<file path="src/rtl/piso_shift_tx.sv">
// Parallel-in/serial-out transmitter: accepts a WIDTH-bit word over valid/ready
// and shifts it out one bit per clk on sout, framed by sframe, back-to-back capable.
module piso_shift_tx #(
  parameter int   WIDTH      = 8,
  parameter bit   MSB_FIRST  = 1'b1,
  parameter logic IDLE_LEVEL = 1'b0
) (
  input  logic             clk,
  input  logic             reset,
  input  logic [WIDTH-1:0] din,
  input  logic             din_valid,
  output logic             din_ready,
  output logic             sout,
  output logic             sframe,
  output logic             done,
  output logic             busy
);

  localparam int CW = (WIDTH > 1) ? $clog2(WIDTH) : 1;

  localparam logic [0:0] IDLE  = 1'b0;
  localparam logic [0:0] SHIFT = 1'b1;

  localparam logic [CW-1:0] LAST_CNT = CW'(WIDTH - 1);
  localparam logic [CW-1:0] PREV_CNT = CW'(WIDTH - 2);

  logic [0:0]       state;
  logic [CW-1:0]    cnt;
  logic [WIDTH-1:0] shreg;
  logic             last_bit;
  logic             accept;

  assign last_bit  = (state == SHIFT) && (cnt == LAST_CNT);
  assign din_ready = !reset && ((state == IDLE) || last_bit);
  assign accept    = din_valid && din_ready;

  // shreg holds only the bits still to be sent; the current bit already sits in sout.
  always_ff @(posedge clk) begin
    // NOTE: sequential state uses non-blocking assignments so every flop samples pre-edge values.
    if (reset) begin
      state  <= IDLE;
      cnt    <= '0;
      shreg  <= '0;
      sout   <= IDLE_LEVEL;
      sframe <= 1'b0;
      done   <= 1'b0;
      busy   <= 1'b0;
    end else if (accept) begin
      state  <= SHIFT;
      cnt    <= '0;
      sframe <= 1'b1;
      busy   <= 1'b1;
      done   <= 1'b0;
      if (MSB_FIRST) begin
        sout  <= din[WIDTH-1];
        shreg <= {din[WIDTH-2:0], 1'b0};
      end else begin
        sout  <= din[0];
        shreg <= {1'b0, din[WIDTH-1:1]};
      end
    end else if (state == SHIFT) begin
      if (cnt == LAST_CNT) begin
        state  <= IDLE;
        cnt    <= '0;
        sout   <= IDLE_LEVEL;
        sframe <= 1'b0;
        busy   <= 1'b0;
        done   <= 1'b0;
      end else begin
        cnt  <= cnt + CW'(1);
        done <= (cnt == PREV_CNT);
        if (MSB_FIRST) begin
          sout  <= shreg[WIDTH-1];
          shreg <= {shreg[WIDTH-2:0], 1'b0};
        end else begin
          sout  <= shreg[0];
          shreg <= {1'b0, shreg[WIDTH-1:1]};
        end
      end
    end
  end

endmodule

</file>
<file path="config.mk">
export PLATFORM = sky130hd
export DESIGN_NAME = piso_shift_tx
export DESIGN_NICKNAME = d
export VERILOG_FILES = /design/src/rtl/piso_shift_tx.sv
export SDC_FILE = /design/constraint.sdc
export NUM_CORES = 1
export LEC_CHECK = 0
export ABC_CLOCK_PERIOD_IN_PS = 2000
export CAP_MARGIN = 20
export CORE_MARGIN = 4
export CORE_UTILIZATION = 46
export DETAILED_ROUTE_END_ITERATION = 10
export PLACE_DENSITY = 0.75
export SLEW_MARGIN = 20
export SYNTH_ARGS = -nofsm -noshare
export SYNTH_HDL_FRONTEND = slang
export SYNTH_SLANG_ARGS = --single-unit
export TNS_END_PERCENT = 50
</file>
<file path="constraint.sdc">
create_clock -name clk -period 2 [get_ports clk]
set_input_delay 0.6 -clock clk [delete_from_list [all_inputs] [get_ports clk]]
set_output_delay 0.6 -clock clk [all_outputs]
set_load 0.05 [all_outputs]
</file>
# [Yosys cells after proc, flatten, opt, wreduce, memory -nomap -nowiden]
# Index checks and enable logic that the tools add are counted.
# W data, S select, Z words.
[word_totals] ff_bits=14 out_inout_bits=5 word_cells=35
[classes] add_sub_neg=1 eq_ne=3 muxes=14 bitwise_logic=1 reduce_logical=10
[op_table] op="$mux W8" count=3
[op_table] op="$mux W1" count=10
[op_table] op="$eq A3 B3 Y1 const B" count=2
[op_table] op="$reduce_and A2 Y1" count=2
[op_table] op="$reduce_bool A2 Y1" count=2
[op_table] op="$add A3 B1 Y3 const B" count=1
[op_table] op="$logic_and A1 B1 Y1" count=3
[op_table] op="$mux W3" count=1
[op_table] op="$ne A2 B2 Y1 const B" count=1
[op_table] op="$reduce_or A2 Y1" count=1
[op_table] op="$logic_not A1 Y1" count=1
[op_table] op="$logic_or A1 B1 Y1" count=1
[op_table] op="$not A1 Y1" count=1

# [Depth between registers and ports, before layout]
[depth] ltp_word=7 ltp_mapped=6 mapped_depth_nobuf=5

# [Least setup slack after synthesis]
# No wires, ideal clock.
[synth_timing] path_kind="reg2out" from="register cnt[0]" to="output din_ready" t_arrival_ns=1.569 slack_ns=-0.169 path_stages_with_launch=5 path_cell_list="dfxtp_1 > ha_1 > ha_1 > and2b_1 > nor2_1"
[synth_via] elab_chain_len=4
[synth_rtl] element="start: declaration" line_no="28" rtl="logic [CW-1:0] cnt;"
[synth_rtl] element="start signal: assignment" line_no="70" rtl="cnt <= cnt + CW'(1);"
[synth_rtl] element="$eq A3 B3 Y1" line_no="33" rtl="assign last_bit = (state == SHIFT) && (cnt == LAST_CNT);"
[synth_rtl] element="$logic_and A1 B1 Y1" line_no="33"
[synth_rtl] element="$logic_or A1 B1 Y1" line_no="34" rtl="assign din_ready = !reset && ((state == IDLE) || last_bit);"
[synth_rtl] element="$logic_and A1 B1 Y1" line_no="34"
[synth_rtl] element="end: declaration" line_no="12" rtl="output logic din_ready,"
# No other way between the ends.

# [Worst setup path in the final report]
[layout_timing] from="register cnt[1]" to="output din_ready"
# The elaborated chain is that of the path after synthesis.

==> key figures <==
Yosys
  – Mapped Area: 677 sq um
  – Distinct cells, synth: 23
  – Synth Net Count: 85
  – Top cells by area, synth: dfxtp_1, mux2i_1, a211oi_1, nor2_1, ha_1
  – Syn Area/Cell: 9.53 sq um
  – Yosys top cell area share: 0.414
  – YS warnings: 0
  – Synth Instances: 71
  – Sequential area share after synthesis: 0.414
  – Ys async rst share: 0
  – Seq cells post-synth: 14
  – Main synth FF type: dfxtp_1
  – Area leader, netlist: dfxtp_1
  – Post-synth EDFFs: 0

STA
  – RSZ-0062 raised after global routing: yes
  – Setup violators final: 0
  – Setup ws final: 0.0307 ns
  – Worst slew margin: 0.732
  – Fin crit share: 0.985
  – Hold Vio Cnt, Final: 0
  – Worst Tran Pin Value: 0.401 ns
  – Final Critical Period: 1.97 ns
  – Achievable frequency: 508 MHz
  – Slew Limit Fails: 0
  – Clock Skew: 0.00493 ns

Finish
  – Total Nets Final: 106
  – Most common cell after layout, fill and taps aside: nor2_1
  – Multi-input combinational cell area: 367 sq um
  – Area grow syn2layout: 33.6%
  – Register area: 283 sq um
  – Most frequent cells in the layout: nor2_1, dfxtp_1, buf_4
  – Layout fillers: 111
  – Finished Cell Area: 905 sq um
  – Antenna cell count: 0
  – Layout cells sized above 1: 0.244

Clocking
  – H-Tree Depth: 1
  – Clk buf depth: 2
  – Clock sink count: 14
  – CTS tree: built
  – Clock-pin transition on the worst setup and hold timing paths: 0.07 ns
  – Clk_lat worst skew: 0.27 ns
  – Hold Buf Count CTS: 0
  – Total CTS buffers: 3
  – Clock root buffer: clkbuf_4

Power
  – Pint: 0.000428 W
  – Seq pwr share: 0.529
  – Worst VDD drop: 0.429 mV
  – Switching power: 0.000162 W
  – Sw frac: 0.274
  – Leak pwr: 0.375 nW
  – Logic pwr share: 0.209
  – Pwr dens: 652 mW/mm^2
  – Clock power share: 0.262

Worst setup path
  – Crit path capture: din_ready
  – Reg-to-Reg Start: cnt[0]
  – R2r setup slk: 0.58 ns
  – Critical Path AT: 1.37 ns
  – Worst setup EP type: output pin
  – Largest fanout on the critical path: 2
  – R2r endpoint: cnt[1]
  – Number of cells on the worst reg-to-reg path: 6
  – CP startpoint: cnt[1]
  – Worst path required time: 1.40 ns
  – Setup CP Type: reg2out
  – Crit path launch type: flop

Floorplan
  – DIE AREA: 0.00215 sq mm
  – Core area: 0.00135 sq mm
  – Initial Util: 0.501
  – # rows: 13
  – Die Span Y: 46.4 um
  – I/O pin total: 16
  – Die X-Extent: 46.4 um

Detailed routing
  – Met3 WL post-DR: 85 um
  – Met2 wire len: 591 um
  – 1st-iter DRT viols: 7
  – Vias: 560
  – Via density: 5.33
  – 1st-pass router iterations: 4
  – DRT antenna net count: 0
  – Wl on met1: 592 um
  – Routed WL: 1270 um
  – Drt drc: 0
  – Routed len/inst: 12.1 um
  – Top Layer Used: met3

Global routing
  – Initial antenna violation count: 0
  – Vias in the first global route: 515
  – First-pass GRT wire length: 2110 um
  – Largest net degree at the start of global routing: 15
  – Remaining Overflow, GRT: 0
  – GRT Total Usage: 0.138

Placement
  – Hpwl dp: 897 um
  – Input/output buffers: 15
  – DP Area: 826 sq um
  – Worst slack at placement: 0.0477 ns
  – Placer Congestion: 0.672

Worst hold path
  – Class of the worst hold path: reg2reg

Flow run
  – Max-capacitance violation count: 0

Outcome
  – Status: finished, final reports clean
## critical path: stages (launching register included)
cell     delay [ns]
dfxtp_2        0.36
ha_4           0.14
ha_4           0.11
and2b_2        0.23
nor2_4         0.11
buf_12         0.14
## cell families (layout without fill, tap and decap cells)
family | count (synthesis) | after routing | synth area share
and+or+nand+nor | 24 | 24 | 0.179
AOI/OAI and AO/OA | 14 | 14 | 0.153
DFF | 14 | 14 | 0.414
buffers and inverters | 9 | 28 | 0.0943
muxes | 7 | 7 | 0.104
adders and majority gates | 3 | 3 | 0.0555
## routing by layer
layer	global-route usage	up-vias
met5	0	-
met4	0.0625	0
met3	0.0664	0
met2	0.225	14
met1	0.150	254
li1	-	292
## cell usage after synthesis (2+ instances only)
cell      instances
buf_6             3
a211oi_1          7
mux2i_1           7
nor3b_1           2
nor3_1            2
a21oi_1           2
ha_1              3
nor2_1           14
inv_1             3
buf_4             2
dfxtp_1          14
## final cells by class
class                      count  share of cell area
multi-input combinational     48               0.405
sequential                    14               0.313
timing repair buffer          22               0.224
clock buffer                   3              0.0249
tap                           15              0.0207
inverter                       3              0.0124
## power groups by stage
stage | logic, W | registers [W] | clock network [W]
final | 0.000123 | 0.000312 | 0.000154
after CTS | 0.000124 | 0.000312 | 0.000162
after global routing | 0.000135 | 0.000315 | 0.000179
after detailed placement | 0.000116 | 0.000318 | 0
after floorplan | 0.0000721 | 0.000324 | 0
after global placement | 0.000114 | 0.000318 | 0
## repair_timing
item / in CTS / in global routing
pin swaps: 2 / 1
endpoints found under the setup margin: 1 / 1
hold endpoints to repair: 0 / 0
gates cloned: 0 / 0
buffers inserted: 3 / 0
gates resized for setup: 8 / 0
## stage by stage
stage / util / cells / power [W] / TNS, ns / hold slack, ns
6_report: 0.670 / 105 / 0.000590 / 0 / 0.501
5_1_grt: 0.670 / 105 / 0.000628 / -0.0314 / 0.522
4_1_cts: 0.670 / 105 / 0.000598 / -0.00182 / 0.506
3_5_place_dp: 0.612 / 99 / 0.000434 / 0 / 0.494
3_3_place_gp: 0.612 / 99 / 0.000432 / 0 / 0.496
2_1_floorplan: - / 71 / 0.000396 / 0 / 0.472
## state kept, by name (all words and copies together), names as in the netlist
name   flops
cnt        3
done       1
state      1
busy       1
sout       1
shreg      7
## how the worst min path moves through the flow
stage          slack [ns]        to  cells past startpoint     start
6_report             0.50  shreg[7]                      2  shreg[6]
3_5_place_dp         0.49  shreg[3]                      2  shreg[2]
4_1_cts              0.51  shreg[7]                      2  shreg[6]
3_3_place_gp         0.50  shreg[6]                      2  shreg[5]
5_1_grt              0.52  shreg[5]                      2  shreg[4]
2_1_floorplan        0.47  shreg[2]                      2  shreg[1]
Power figures use the tool's default switching activity.
